$ cat config.mk
export PLATFORM = sky130hd
export DESIGN_NAME = systolic_feeder_flat
export DESIGN_NICKNAME = d
export VERILOG_FILES = /design/src/rtl/tpu_pkg.sv /design/src/rtl/systolic_feeder_if.sv /design/src/rtl/skew_delay_line.sv /design/src/rtl/systolic_feeder.sv /design/src/flat_wrapper.sv
export SDC_FILE = /design/constraint.sdc
export NUM_CORES = 1
export LEC_CHECK = 0
export ABC_AREA = 1
export BUFFER_PORTS_ARGS = -buffer_cell sky130_fd_sc_hd__buf_2
export CAP_MARGIN = 5
export CORE_ASPECT_RATIO = 1.4
export CORE_UTILIZATION = 25
export DETAILED_ROUTE_END_ITERATION = 8
export MAX_ROUTING_LAYER = met4
export PLACE_DENSITY_LB_ADDON = 0.2
export SYNTH_ARGS = -nofsm -noshare
export SYNTH_HDL_FRONTEND = slang
export SYNTH_SLANG_ARGS = --single-unit
$ cat constraint.sdc
create_clock -name clk -period 1.95 [get_ports clk]
set_clock_uncertainty 0.15 [all_clocks]
set_input_delay 0.2925 -clock clk [delete_from_list [all_inputs] [get_ports clk]]
set_output_delay 0.2925 -clock clk [all_outputs]
set_load 0.02 [all_outputs]
$ cat src/rtl/tpu_pkg.sv
// Shared types and helpers for the systolic array feeder.
// Holds the feeder state encoding, the default operand width and a one-hot helper.
package tpu_pkg;

    typedef enum logic [1:0] {
        IDLE   = 2'd0,
        LOAD_W = 2'd1,
        STREAM = 2'd2,
        DRAIN  = 2'd3
    } feeder_state_t;

    localparam int unsigned DATA_W_DEFAULT = 8;

    // Widest row select the helper can produce; callers truncate to N.
    localparam int unsigned ONEHOT_W = 32;

    function automatic logic [ONEHOT_W-1:0] onehot(input int unsigned idx);
        return ONEHOT_W'(1) << idx;
    endfunction

endpackage

$ cat src/rtl/systolic_feeder_if.sv
// Handshake and array-edge bus of the systolic feeder.
// bubble_count exists only when FEEDER_BUBBLE_STATS_EN is defined.
interface systolic_feeder_if #(
    parameter int unsigned N      = 2,
    parameter int unsigned DATA_W = 8,
    parameter int unsigned CNT_W  = 8
);
    logic                  start;
    logic [CNT_W-1:0]      num_vectors;
    logic                  w_valid;
    logic                  w_ready;
    logic [N*DATA_W-1:0]   w_data;
    logic                  in_valid;
    logic                  in_ready;
    logic [N*DATA_W-1:0]   in_data;
    logic [N*DATA_W-1:0]   weight_out;
    logic [N-1:0]          load_weight;
    logic [N*DATA_W-1:0]   a_out;
    logic [N-1:0]          valid_out;
    logic                  busy;
    logic                  done;
`ifdef FEEDER_BUBBLE_STATS_EN
    logic [15:0]           bubble_count;

    modport master (
        output start, num_vectors, w_valid, w_data, in_valid, in_data,
        input  w_ready, in_ready, weight_out, load_weight, a_out, valid_out,
        input  busy, done, bubble_count
    );
    modport slave (
        input  start, num_vectors, w_valid, w_data, in_valid, in_data,
        output w_ready, in_ready, weight_out, load_weight, a_out, valid_out,
        output busy, done, bubble_count
    );
`else
    modport master (
        output start, num_vectors, w_valid, w_data, in_valid, in_data,
        input  w_ready, in_ready, weight_out, load_weight, a_out, valid_out,
        input  busy, done
    );
    modport slave (
        input  start, num_vectors, w_valid, w_data, in_valid, in_data,
        output w_ready, in_ready, weight_out, load_weight, a_out, valid_out,
        output busy, done
    );
`endif
endinterface

$ cat src/rtl/skew_delay_line.sv
// Fixed-latency {valid, data} delay: DEPTH skew stages plus one output register.
module skew_delay_line #(
    parameter int unsigned DEPTH = 0,
    parameter int unsigned WIDTH = 8
) (
    input  logic             clk,
    input  logic             reset,
    input  logic             i_valid,
    input  logic [WIDTH-1:0] i_data,
    output logic             o_valid,
    output logic [WIDTH-1:0] o_data
);
    localparam int unsigned STAGES = DEPTH + 1;

    logic [WIDTH:0] r_pipe [STAGES];

    always_ff @(posedge clk or negedge reset) begin
        if (!reset) begin
            for (int unsigned i = 0; i < STAGES; i++) begin
                r_pipe[i] <= '0;
            end
        end else begin
            r_pipe[0] <= {i_valid, i_data};
            for (int unsigned i = 1; i < STAGES; i++) begin
                r_pipe[i] <= r_pipe[i-1];
            end
        end
    end

    assign {o_valid, o_data} = r_pipe[STAGES-1];

endmodule

$ cat src/rtl/systolic_feeder.sv
// Weight loader and skewed activation streamer for an N x N weight-stationary array.
// Optional bubble statistics are compiled in with FEEDER_BUBBLE_STATS_EN.
module systolic_feeder
    import tpu_pkg::*;
#(
    parameter int unsigned N      = 2,
    parameter int unsigned DATA_W = DATA_W_DEFAULT,
    parameter int unsigned CNT_W  = 8
) (
    input  logic             clk,
    input  logic             reset,
    systolic_feeder_if.slave bus
);
    localparam int unsigned ROW_W = $clog2(N) + 1;
    localparam int unsigned VEC_W = N * DATA_W;

    feeder_state_t    r_state;
    logic [ROW_W-1:0] r_row_cnt;
    logic [ROW_W-1:0] r_drain_cnt;
    logic [CNT_W-1:0] r_vec_cnt;
    logic [CNT_W-1:0] r_num_vectors;
    logic [VEC_W-1:0] r_weight_out;
    logic [N-1:0]     r_load_weight;
    logic             r_w_ready;
    logic             r_in_ready;
    logic             r_busy;
    logic             r_done;

    logic             w_w_beat;
    logic             w_in_beat;
    logic             w_last_row;
    logic             w_last_vec;
    logic [VEC_W-1:0] w_inj_data;
    logic [VEC_W-1:0] w_a_out;
    logic [N-1:0]     w_valid_out;

    assign w_w_beat   = (r_state == LOAD_W) && r_w_ready && bus.w_valid;
    assign w_in_beat  = (r_state == STREAM) && r_in_ready && bus.in_valid;
    assign w_last_row = (r_row_cnt == ROW_W'(N - 1));
    // STREAM is only entered with num_vectors >= 1, so the subtraction cannot underflow.
    assign w_last_vec = (r_vec_cnt == (r_num_vectors - CNT_W'(1)));

    always_ff @(posedge clk or negedge reset) begin
        if (!reset) begin
            r_state       <= IDLE;
            r_row_cnt     <= '0;
            r_drain_cnt   <= '0;
            r_vec_cnt     <= '0;
            r_num_vectors <= '0;
            r_weight_out  <= '0;
            r_load_weight <= '0;
            r_w_ready     <= 1'b0;
            r_in_ready    <= 1'b0;
            r_busy        <= 1'b0;
            r_done        <= 1'b0;
        end else begin
            r_load_weight <= '0;
            r_done        <= 1'b0;
            case (r_state)
                IDLE: begin
                    if (bus.start) begin
                        r_num_vectors <= bus.num_vectors;
                        r_row_cnt     <= '0;
                        r_drain_cnt   <= '0;
                        r_vec_cnt     <= '0;
                        r_w_ready     <= 1'b1;
                        r_busy        <= 1'b1;
                        r_state       <= LOAD_W;
                    end
                end
                LOAD_W: begin
                    if (w_w_beat) begin
                        r_weight_out  <= bus.w_data;
                        r_load_weight <= N'(onehot(32'(r_row_cnt)));
                        r_row_cnt     <= r_row_cnt + ROW_W'(1);
                        if (w_last_row) begin
                            r_w_ready <= 1'b0;
                            if (r_num_vectors == '0) begin
                                r_state <= DRAIN;
                            end else begin
                                r_in_ready <= 1'b1;
                                r_state    <= STREAM;
                            end
                        end
                    end
                end
                STREAM: begin
                    if (w_in_beat) begin
                        r_vec_cnt <= r_vec_cnt + CNT_W'(1);
                        if (w_last_vec) begin
                            r_in_ready <= 1'b0;
                            r_state    <= DRAIN;
                        end
                    end
                end
                DRAIN: begin
                    // Row N-1 of the final vector leaves the skew lines on the N-th drain cycle.
                    r_drain_cnt <= r_drain_cnt + ROW_W'(1);
                    if (r_drain_cnt == ROW_W'(N - 1)) begin
                        r_busy  <= 1'b0;
                        r_done  <= 1'b1;
                        r_state <= IDLE;
                    end
                end
                default: r_state <= IDLE;
            endcase
        end
    end

    // Non-transfer cycles inject zero bubbles so every wavefront stays aligned.
    assign w_inj_data = w_in_beat ? bus.in_data : '0;

    for (genvar gr = 0; gr < N; gr++) begin : g_row
        skew_delay_line #(
            .DEPTH (gr),
            .WIDTH (DATA_W)
        ) u_skew (
            .clk     (clk),
            .reset   (reset),
            .i_valid (w_in_beat),
            .i_data  (w_inj_data[gr*DATA_W +: DATA_W]),
            .o_valid (w_valid_out[gr]),
            .o_data  (w_a_out[gr*DATA_W +: DATA_W])
        );
    end

`ifdef FEEDER_BUBBLE_STATS_EN
    logic [15:0] r_bubble_count;

    // Counts stalled STREAM cycles where the feeder was ready but no vector arrived.
    always_ff @(posedge clk or negedge reset) begin
        if (!reset) begin
            r_bubble_count <= '0;
        end else if ((r_state == IDLE) && bus.start) begin
            r_bubble_count <= '0;
        end else if ((r_state == STREAM) && r_in_ready && !bus.in_valid
                     && (r_bubble_count != 16'hFFFF)) begin
            r_bubble_count <= r_bubble_count + 16'd1;
        end
    end

    assign bus.bubble_count = r_bubble_count;
`endif

    assign bus.w_ready     = r_w_ready;
    assign bus.in_ready    = r_in_ready;
    assign bus.weight_out  = r_weight_out;
    assign bus.load_weight = r_load_weight;
    assign bus.a_out       = w_a_out;
    assign bus.valid_out   = w_valid_out;
    assign bus.busy        = r_busy;
    assign bus.done        = r_done;

endmodule

$ cat src/flat_wrapper.sv
// flat-port wrapper written by rule: the top's interface ports become plain ports
module systolic_feeder_flat import tpu_pkg::*;
#(
    parameter int unsigned N      = 2,
    parameter int unsigned DATA_W = DATA_W_DEFAULT,
    parameter int unsigned CNT_W  = 8
)
  (clk, reset, bus_start, bus_num_vectors, bus_w_valid, bus_w_data, bus_in_valid, bus_in_data, bus_w_ready, bus_in_ready, bus_weight_out, bus_load_weight, bus_a_out, bus_valid_out, bus_busy, bus_done);
  systolic_feeder_if #(.N(N), .DATA_W(DATA_W), .CNT_W(CNT_W)) bus_i ();
  input  logic clk;
  input  logic reset;
  input wire logic [$bits(bus_i.start)-1:0] bus_start;
  input wire logic [$bits(bus_i.num_vectors)-1:0] bus_num_vectors;
  input wire logic [$bits(bus_i.w_valid)-1:0] bus_w_valid;
  input wire logic [$bits(bus_i.w_data)-1:0] bus_w_data;
  input wire logic [$bits(bus_i.in_valid)-1:0] bus_in_valid;
  input wire logic [$bits(bus_i.in_data)-1:0] bus_in_data;
  output wire logic [$bits(bus_i.w_ready)-1:0] bus_w_ready;
  output wire logic [$bits(bus_i.in_ready)-1:0] bus_in_ready;
  output wire logic [$bits(bus_i.weight_out)-1:0] bus_weight_out;
  output wire logic [$bits(bus_i.load_weight)-1:0] bus_load_weight;
  output wire logic [$bits(bus_i.a_out)-1:0] bus_a_out;
  output wire logic [$bits(bus_i.valid_out)-1:0] bus_valid_out;
  output wire logic [$bits(bus_i.busy)-1:0] bus_busy;
  output wire logic [$bits(bus_i.done)-1:0] bus_done;
  assign bus_i.start = bus_start;
  assign bus_i.num_vectors = bus_num_vectors;
  assign bus_i.w_valid = bus_w_valid;
  assign bus_i.w_data = bus_w_data;
  assign bus_i.in_valid = bus_in_valid;
  assign bus_i.in_data = bus_in_data;
  assign bus_w_ready = bus_i.w_ready;
  assign bus_in_ready = bus_i.in_ready;
  assign bus_weight_out = bus_i.weight_out;
  assign bus_load_weight = bus_i.load_weight;
  assign bus_a_out = bus_i.a_out;
  assign bus_valid_out = bus_i.valid_out;
  assign bus_busy = bus_i.busy;
  assign bus_done = bus_i.done;
  systolic_feeder #(.N(N), .DATA_W(DATA_W), .CNT_W(CNT_W)) u_core (.clk(clk), .reset(reset), .bus(bus_i));
endmodule
==> results of run 1 <==
-- synthesized netlist by cell type, types with 2 or more instances --
master	number	area, um2
nor3_1	4	20.0
nand3_1	19	95.1
inv_1	47	176
o21ai_0	15	75.1
buf_2	2	10.0
inv_2	3	11.3
a21oi_1	16	80.1
ha_1	9	113
dfrtp_1	70	1750
o21ai_1	2	10.0
nor3_2	3	30.0
nor2_1	42	158
mux2_2	16	180
xor2_1	2	17.5
buf_4	10	75.1
nand2_1	39	146
xnor2_1	2	17.5
-- power by group through the flow --
stage | logic (mW) | clock network (mW) | registers [mW]
final | 2.42 | 1.77 | 2.13
after global routing | 2.72 | 1.88 | 2.19
after CTS | 2.29 | 1.83 | 2.13
after detailed placement | 2.27 | 0 | 2.16
after global placement | 2.26 | 0 | 2.14
after floorplan | 1.30 | 0 | 2.41
-- layout make-up --
class | count | area, um2
clock buffer | 12 | 256
clock inverter | 3 | 67.6
fill | 1251 | 7790
inverter | 52 | 196
multi-input combinational | 181 | 1110
sequential | 70 | 1750
tap | 147 | 184
timing repair buffer | 102 | 577
-- cells by family (layout without fill, tap and decap cells) --
group | after synthesis | in the layout | share of synthesized area
adder cells (fa/ha/maj) | 9 | 9 | 0.0363
AO/OA/AOI/OAI | 36 | 36 | 0.0609
multiplexers | 16 | 16 | 0.0581
buffers and inverters | 67 | 169 | 0.0968
AND/OR/NAND/NOR | 116 | 116 | 0.172
flip-flops | 70 | 70 | 0.565
XOR/XNOR | 4 | 4 | 0.0113
-- per-stage QoR --
step                utilization  hold slack, ps  instances  TNS [ps]  instance area [um2]
floorplan                     -            -153        318         0                 3100
global placement          0.311             101        546         0                 3710
detailed placement        0.311             104        546     -27.6                 3710
CTS                       0.339            1.85        562         0                 4050
global route              0.347            15.9        567      -137                 4140
finish                    0.347            14.5        567         0                 4140
-- timing repair --
action | CTS | global route
pin swaps | 0 | 7
setup buffers | 0 | 5
endpoints found under the hold margin | 28 | 0
endpoints found under the setup margin | 2 | 11
resized for setup | 2 | 14
hold buffers | 1 | 0
-- how the worst max path moves through the flow --
stage                                to  cells after the start
floorplan           u_core.r_vec_cnt[6]                     10
global placement    u_core.r_vec_cnt[6]                     11
detailed placement  u_core.r_vec_cnt[6]                      9
CTS                 u_core.r_vec_cnt[6]                     10
global route          u_core.r_state[1]                     12
finish                u_core.r_state[0]                     12
-- registers in the layout, summed over array words and instances (netlist names) --
name and flops:
u_core.g_row.u_skew.r_pipe 17, u_core.bus.weight_out 16, u_core.g_row.u_skew.o_data 8, u_core.r_num_vectors 8
u_core.r_vec_cnt 8, u_core.bus.load_weight 2, u_core.r_drain_cnt 2, u_core.r_row_cnt 2
u_core.r_state 2, u_core.bus.busy 1, u_core.bus.done 1, u_core.bus.in_ready 1
u_core.bus.w_ready 1, u_core.g_row.u_skew.o_valid 1
-- metal layers --
metal	track usage	vias to the layer above	part of all wire
met5	-	-	0
met4	0.0498	0	0.020
met3	0.0334	11	0.050
met2	0.200	57	0.54
met1	0.121	1135	0.39
li1	-	1187	-
-- critical path, stage by stage (launching register included) --
cell     delay (ps)
dfrtp_1         380
inv_2            90
ha_4            200
xor2_1          140
nand2_1          60
nor2_1          100
nand3_1          70
nor2_1          120
nand2_1         110
nand2_2         110
nand2_2          60
nand2_1          60
nand2_1          50
==> key figures, run 1 <==
Yosys
  • Yosys warns: 0
  • Syn_nets: 372
  • Synth cell types: 34
  • Post-synthesis sequential area ratio: 0.565
  • Mapped cell area: 3100 um2
  • Most used flip-flop cell after synthesis: dfrtp_1
  • Syn Inst Count: 318
  • Post-synthesis register bit count: 70
  • Syn Area/Cell: 9.75 um2
  • Post-synth EDFFs: 0
  • Asr flop ratio synth: 1.00

Floorplanning
  • Core box area: 11,900 um2
  • Die X: 96.1 um
  • Initial Util: 0.260
  • # IOs: 85
  • Num rows: 47
  • Chip Height: 134 um
  • DIE AREA: 12,900 um2

Layout
  • Most common cell after layout, fill and taps aside: buf_2
  • Antenna diode count: 0
  • Area growth, synth to finish: 33.6%
  • Fin nets: 470
  • Most frequent cells in the layout: buf_2 (83), dfrtp_1 (69), inv_1 (44)
  • Layout cell share with drive strength beyond 1: 0.376

Power and ir drop
  • Clock power share: 0.281
  • Sw frac: 0.354
  • Total power: 6.32 mW
  • P_sw: 2.24 mW
  • Flop pwr share: 0.337
  • Worst IR Drop VDD: 496 uV
  • Pwr Density: 1530 nW/um2
  • Pint: 4.08 mW
  • Comb pwr share: 0.383
  • Leak pwr: 2.16 nW

Setup path
  • Worst EP required: 2020 ps
  • R2R depth: 12
  • Arr. time, crit path: 1890 ps
  • CP Class: reg -> reg
  • CP Max Fanout: 3
  • CP endpoint kind: flip-flop
  • R2r setup slk: 120 ps
  • Critical Path Source Type: flip-flop
  • Worst reg2reg startpoint: u_core.r_num_vectors[1]
  • Worst Setup SP: u_core.r_num_vectors[1]
  • Reg-to-reg endpoint: u_core.r_state[0]

Run
  • Max Cap Viol: 0

Hold path
  • HP Class: in -> reg
  • Min-Delay Startpoint: bus_in_data[0]
  • Worst Hold Path Cells: 3
  • Hold endpoint: u_core.g_row[0].u_skew.r_pipe[0]

Drt
  • DR pass1 iterations: 4
  • Detailed-route wire length per cell: 12.0 um
  • Vias/cell: 4.22
  • DRT iter0 DRCs: 51
  • Residual antenna-violating net count after detailed routing: 0
  • Via Count: 2,390
  • Routed wire length: 6.78 mm
  • DRC viols: 0

STA
  • Period utilisation layout: 0.936
  • Fmax: 548 MHz
  • Tmin final: 1830 ps
  • Hold Vio Cnt, Final: 0
  • Final setup fails: 0
  • Worst Tran Pin Value: 411 ps
  • Max-slew violation count: 0
  • Final setup margin: 124 ps
  • Max-slew headroom at the worst pin: 0.726
  • RSZ-0062 raised after global routing: yes

Global route
  • Via count of the first global-routing pass: 2,322
  • First-pass GRT wire length: 10.8 mm
  • Largest net degree at the start of global routing: 43
  • Global route total overflow: 0
  • Initial antenna violation count: 0
  • Global Route Usage Sum: 0.116

Clock network
  • Clk sinks: 70
  • Num CTS Buffers: 9
  • Clock buffer depth: 2
  • CTS Root Cell: clkbuf_16
  • Reg clk slew, reported paths: 60 ps
  • CTS tree: built
  • Skew-Pair Late Insertion Delay: 330 ps
  • H-tree Lvls: 3

Placed design
  • Placer congestion estimate: 0.809
  • Dpl hpwl: 5.05 mm
  • I/O Buffers: 84
  • Place WS: -27.6 ps

Status
  • Status: complete, no violations
Power figures use the tool's default switching activity.
==> run 2, diff against run 1 <==
- CORE_UTILIZATION: 25 -> 30
==> key figures, run 2 (synthesized netlist as in run 1, its figures left out) <==
Setup path
  • R2r setup slk: 120 ps (about the same)
  • Arr. time, crit path: 1890 ps (about the same)
  • R2R depth: 9 (-3)
  • Worst-path cell chain: inv_2 > ha_2 > inv_2 > o21ai_2 > nand2_2 > nor3_2 > nand3_1 > nor3_1 > nor3_2
  • Slowest cell on the critical path: dfrtp_1
  • Worst reg2reg startpoint: u_core.r_state[0]
  • CP Class: reg -> reg
  • CP endpoint kind: flip-flop
  • CP Max Fanout: 4 (+1)
  • Critical Path Source Type: flip-flop
  • Worst EP required: 2010 ps (about the same)
  • Reg-to-reg endpoint: u_core.r_vec_cnt[6]
  • Critical Path Max Stage Delay: 420 ps (+40 ps)
  • Worst Setup SP: u_core.r_state[0]

Status
  • Status: complete, no violations

Drt
  • Vias/cell: 4.22 (+0.20%)
  • Residual antenna-violating net count after detailed routing: 0 (unchanged)
  • Via Count: 2,344 (-1.9%)
  • DRT iter0 DRCs: 86 (+69%)
  • Detailed-route wire length per cell: 11.6 um (-2.9%)
  • Routed wire length: 6.45 mm (-4.9%)
  • DR pass1 iterations: 4 (unchanged)
  • DRC viols: 0 (unchanged)

Hold path
  • Min-Delay Startpoint: bus_in_data[8]
  • Worst Hold Path Cells: 3 (unchanged)
  • Hold endpoint: u_core.g_row[1].u_skew.r_pipe[9]
  • HP Class: in -> reg

STA
  • Max-slew headroom at the worst pin: 0.738 (+0.0117)
  • Fmax: 548 MHz (about the same)
  • Max-slew violation count: 0 (unchanged)
  • Final setup TNS: 0 ps (unchanged)
  • Hold Vio Cnt, Final: 0 (unchanged)
  • Period utilisation layout: 0.936 (about the same)
  • Tmin final: 1830 ps (-0.738 ps)
  • Final setup fails: 0 (unchanged)
  • RSZ-0062 raised after global routing: yes
  • Worst Tran Pin Value: 394 ps (-17.5 ps)

Clock network
  • Reg clk slew, reported paths: 60 ps (about the same)
  • Skew-Pair Late Insertion Delay: 330 ps (about the same)
  • Clock buffer depth: 2 (unchanged)
  • Num CTS Buffers: 9 (unchanged)
  • CTS Root Cell: clkbuf_16
  • Clk sinks: 70 (unchanged)
  • H-tree Lvls: 3 (unchanged)
  • CTS tree: built

Layout
  • Fin nets: 469 (-0.21%)
  • Area growth, synth to finish: 33.4% (about the same)
  • Most common cell after layout, fill and taps aside: buf_2
  • Final cell count without fillers: 555 (-2.1%)
  • Post-route design area: 4140 um2 (about the same)
  • Fill cell total of the finished layout: 982 (-22%)
  • Antenna diode count: 0 (unchanged)
  • Most frequent cells in the layout: buf_2 (84), dfrtp_1 (69), inv_1 (43)
  • Layout cell share with drive strength beyond 1: 0.379 (+0.00238)
  • Number of flip-flops in the largest register: 17 (unchanged)
  • Largest Register: u_core.g_row.u_skew.r_pipe

Global route
  • Met1 usage: 0.145 (+0.0242)
  • Global route total overflow: 0 (unchanged)
  • Largest net degree at the start of global routing: 71 (+65%)
  • Via count of the first global-routing pass: 2,288 (-1.5%)
  • Initial antenna violation count: 0 (unchanged)
  • Most used routing layer: met2
  • GR Layer Usage met2: 0.218 (+0.0174)
  • Met3 Track Usage GR: 0.0390 (+0.00556)
  • First-pass GRT wire length: 10.5 mm (-3.1%)
  • Global Route Usage Sum: 0.133 (+0.0171)

Power and ir drop
  • Pwr Density: 1550 nW/um2 (+1.7%)
  • Leak pwr: 2.17 nW (+0.33%)
  • Sw frac: 0.351 (-0.00353)
  • Pint: 4.17 mW (+2.2%)
  • Worst IR Drop VDD: 543 uV (+9.5%)
  • Clock power share: 0.295 (+0.014)
  • Comb pwr share: 0.372 (-0.011)
  • P_sw: 2.25 mW (+0.64%)
  • Flop pwr share: 0.334 (-0.003)

Placed design
  • I/O Buffers: 84 (unchanged)
  • Placer congestion estimate: 0.810 (+0.16%)
  • Placed Cells: 535 (-2.0%)
  • Dpl hpwl: 4.69 mm (-7.1%)
  • Placed Area: 3710 um2 (about the same)

Floorplanning
  • DIE AREA: 10,800 um2 (-16%)
  • # IOs: 85 (unchanged)
  • Num rows: 43 (-8.5%)
  • Initial Util: 0.312 (+0.0518)
  • Chip Height: 122 um (-8.6%)
  • Core box area: 9950 um2 (-17%)
  • Die X: 87.9 um (-8.5%)

Run
  • Max Cap Viol: 0 (unchanged)
## run 2: critical path, delay by kind of cell (launching register included)
kind,cells,cell delay (ps)
AOI/OAI and AO/OA,1,140
adders and majority gates,1,190
buffers and inverters,2,170
DFF,1,420
and+or+nand+nor,5,650
## run 2: metal layers
layer  up-vias  wire, um
met3        10       398
met2        70      3340
li1       1198         -
met5         -         0
met1      1066      2580
met4         0       121
## run 2: area by class of cell
| type | instances | area (um2) | share of cell area |
|---|---|---|---|
| Timing Repair Buffer | 101 | 576 | 0.139 |
| Inverter | 52 | 196 | 0.0475 |
| Multi-Input combinational cell | 181 | 1100 | 0.265 |
| Clock buffer | 11 | 243 | 0.0586 |
| Clock inverter | 5 | 106 | 0.0257 |
| Sequential cell | 70 | 1750 | 0.424 |
| Tap cell | 135 | 169 | 0.0408 |
## run 2: per-stage QoR
stage	hold slack (ps)	total power, mW	utilization	setup slack [ps]
after floorplan	-153	3.71	-	124
after global placement	182	4.42	0.373	55.6
after detailed placement	185	4.45	0.373	-15.8
after CTS	3.13	6.39	0.409	43.0
after global routing	12.3	6.93	0.416	-51.4
final	20.7	6.43	0.416	125
## run 2: worst max-delay path by stage
stage / to / slack, ps / cells after the start
6_report: u_core.r_vec_cnt[6] / 120 / 9
5_1_grt: u_core.r_state[1] / -50 / 12
4_1_cts: u_core.r_state[1] / 40 / 9
3_5_place_dp: u_core.r_vec_cnt[6] / -20 / 9
3_3_place_gp: u_core.r_state[0] / 60 / 9
2_1_floorplan: u_core.r_vec_cnt[6] / 120 / 10
## run 2: power groups by stage
stage / Clock (mW) / Combinational (mW) / Sequential, mW
2_1_floorplan: 0 / 1.30 / 2.41
3_3_place_gp: 0 / 2.27 / 2.14
3_5_place_dp: 0 / 2.29 / 2.16
4_1_cts: 1.95 / 2.31 / 2.13
5_1_grt: 2.01 / 2.72 / 2.20
6_report: 1.89 / 2.39 / 2.14
## run 2: repair_timing
item,4_1_cts,5_1_grt
hold endpoints to repair,70,0
gates resized for setup,1,14
setup endpoints to repair,2,9
setup buffers,0,3
hold buffers,1,0
cloned,0,0
pin swaps,0,5
==> run 3, diff against run 2 <==
--- a/config.mk
+++ b/config.mk
@@ -14,4 +14,6 @@
 export MAX_ROUTING_LAYER = met4
 export PLACE_DENSITY_LB_ADDON = 0.2
+export REMOVE_ABC_BUFFERS = 1
+export SLEW_MARGIN = 30
 export SYNTH_ARGS = -nofsm -noshare
 export SYNTH_HDL_FRONTEND = slang
==> constraint.sdc (replaced) <==
create_clock -name clk -period 1.95 [get_ports clk]
set_clock_uncertainty 0.15 [all_clocks]
set_input_delay 0.195 -clock clk [delete_from_list [all_inputs] [get_ports clk]]
set_output_delay 0.195 -clock clk [all_outputs]
set_load 0.02 [all_outputs]
==> key figures, run 3 (synthesized netlist as in run 1, its figures left out) <==
Drt
  • Met2 WL post-DR: 3.55 mm (+6.0%)
  • Top sig layer: met4
  • DRC viols: 0 (unchanged)
  • Metal-1 WL: 2.78 mm (+7.8%)
  • Vias/cell: 4.31 (+2.1%)
  • DR pass1 iterations: 4 (unchanged)
  • Detailed-route wire length per cell: 11.4 um (-1.5%)
  • Residual antenna-violating net count after detailed routing: 0 (unchanged)
  • Routed wire length: 6.83 mm (+6.0%)
  • Metal3 WL: 365 um (-8.3%)
  • Via Count: 2,574 (+9.8%)
  • DRT iter0 DRCs: 89 (+3.5%)

Layout
  • Most frequent cells in the layout: buf_2 (84), dfrtp_1 (69), inv_1 (44)
  • Area growth, synth to finish: 45.1%
  • Number of flip-flops in the largest register: 17 (unchanged)
  • Largest Register: u_core.g_row.u_skew.r_pipe
  • Fin nets: 511 (+9.0%)
  • Final cell count without fillers: 597 (+7.6%)
  • Most common cell after layout, fill and taps aside: buf_2
  • Antenna diode count: 0 (unchanged)
  • Layout cell share with drive strength beyond 1: 0.344 (-0.0344)

Clock network
  • Clk sinks: 70 (unchanged)
  • H-tree Lvls: 3 (unchanged)
  • Skew-Pair Late Insertion Delay: 320 ps (about the same)
  • Num CTS Buffers: 9 (unchanged)
  • Clock buffer depth: 2 (unchanged)
  • CTS Root Cell: clkbuf_16
  • Reg clk slew, reported paths: 60 ps (about the same)
  • CTS tree: built

Floorplanning
  • Chip Height: 122 um (unchanged)
  • Core box area: 9950 um2 (unchanged)
  • Initial Util: 0.312 (unchanged)
  • DIE AREA: 10,800 um2 (unchanged)
  • # IOs: 85 (unchanged)
  • Die X: 87.9 um (unchanged)
  • Num rows: 43 (unchanged)

Setup path
  • CP Class: reg -> reg
  • CP endpoint kind: flip-flop
  • CP Max Fanout: 3 (-1)
  • Worst EP required: 2020 ps (about the same)
  • Critical Path Source Type: flip-flop
  • Arr. time, crit path: 1910 ps (+20 ps)

Power and ir drop
  • Sw frac: 0.359 (+0.00880)
  • Flop pwr share: 0.343 (+0.009)
  • Pwr Density: 1380 nW/um2 (-11%)
  • P_sw: 2.23 mW (-0.90%)
  • Leak pwr: 2.32 nW (+7.0%)
  • Clock power share: 0.256 (-0.039)
  • Pint: 3.98 mW (-4.6%)
  • Worst IR Drop VDD: 546 uV (+0.62%)
  • Comb pwr share: 0.401 (+0.029)
  • Total power: 6.21 mW (-3.3%)

STA
  • RSZ-0062 raised after global routing: yes
  • Worst Tran Pin Value: 371 ps (-22.5 ps)
  • Fmax: 544 MHz (-0.64%)
  • Hold_ws: 17.5 ps (-3.27 ps)
  • Final setup TNS: 0 ps (unchanged)
  • Final setup margin: 113 ps (-11.7 ps)
  • Tmin final: 1840 ps (+11.7 ps)
  • Hold Vio Cnt, Final: 0 (unchanged)
  • Max-slew headroom at the worst pin: 0.753 (+0.0150)
  • Final setup fails: 0 (unchanged)
  • Max-slew violation count: 0 (unchanged)
  • Period utilisation layout: 0.942 (+0.00602)

Placed design
  • I/O Buffers: 84 (unchanged)
  • Dpl hpwl: 4.68 mm (-0.13%)
  • Place WS: -28.0 ps (-12.3 ps)
  • Placed Cells: 534 (-0.19%)
  • Placer congestion estimate: 0.834 (+2.9%)

Status
  • Status: complete, no violations

Global route
  • Initial antenna violation count: 0 (unchanged)
  • Via count of the first global-routing pass: 2,519 (+10%)
  • First-pass GRT wire length: 11.0 mm (+5.1%)
  • Global route total overflow: 0 (unchanged)
  • Global Route Usage Sum: 0.139 (+0.00608)
  • Largest net degree at the start of global routing: 71 (unchanged)

Run
  • Max Cap Viol: 0 (unchanged)

Hold path
  • HP Class: in -> reg
-- run 3: critical path, cell delays in order, from the launching register on --
cell and delay (ps):
dfrtp_1 390, buf_4 130, ha_1 180, nand3_1 130, o21ai_1 220, nand2_1 100
nor3_2 220, nand2_2 90, nand2_1 70, nand2_1 40
-- run 3: cell type report --
| class | instances | area, um2 |
|---|---|---|
| Fill cell | 961 | 5450 |
| Sequential cell | 70 | 1750 |
| Multi-Input combinational cell | 181 | 1100 |
| Timing Repair Buffer | 143 | 986 |
| Clock buffer | 13 | 250 |
| Inverter | 52 | 196 |
| Tap cell | 135 | 169 |
| Clock inverter | 3 | 43.8 |
-- run 3: final timing paths --
kind,from,slack (ps),cells after the start,end
max,u_core.r_state[0],110,9,u_core.r_state[1]
min,bus_in_valid,20,3,u_core.g_row[0].u_skew.r_pipe[8]
max in group asynchronous,reset,1050,3,u_core.r_state[1]
min reg2reg,u_core.g_row[1].u_skew.r_pipe[9],190,0,u_core.g_row[1].u_skew.o_data[0]
max reg2reg,u_core.r_state[0],110,9,u_core.r_state[1]
min in group asynchronous,reset,290,3,u_core.bus.weight_out[7]
-- run 3: per-stage QoR --
step,util,instance area [um2]
finish,0.452,4500
global route,0.452,4500
CTS,0.442,4400
detailed placement,0.371,3690
global placement,0.371,3690
floorplan,-,3000
-- run 3: routing by layer --
layer | GRT usage | vias up
met3 | 0.0377 | 14
li1 | - | 1275
met2 | 0.245 | 78
met4 | 0.0645 | 0
met1 | 0.142 | 1207
met5 | - | -
-- run 3: power by group through the flow --
stage / clock, mW / combinational (mW) / sequential (mW)
3_5_place_dp: 0 / 2.26 / 2.16
6_report: 1.59 / 2.49 / 2.13
3_3_place_gp: 0 / 2.23 / 2.14
5_1_grt: 1.70 / 2.80 / 2.19
2_1_floorplan: 0 / 1.17 / 2.46
4_1_cts: 1.64 / 2.33 / 2.13
-- run 3: what timing repair did --
action / 4_1_cts / 5_1_grt
endpoints found under the hold margin: 110 / 0
resized for setup: 1 / 18
setup buffers: 0 / 6
hold buffers: 41 / 0
setup endpoints to repair: 3 / 14
pin swaps: 0 / 7
gates cloned: 0 / 0
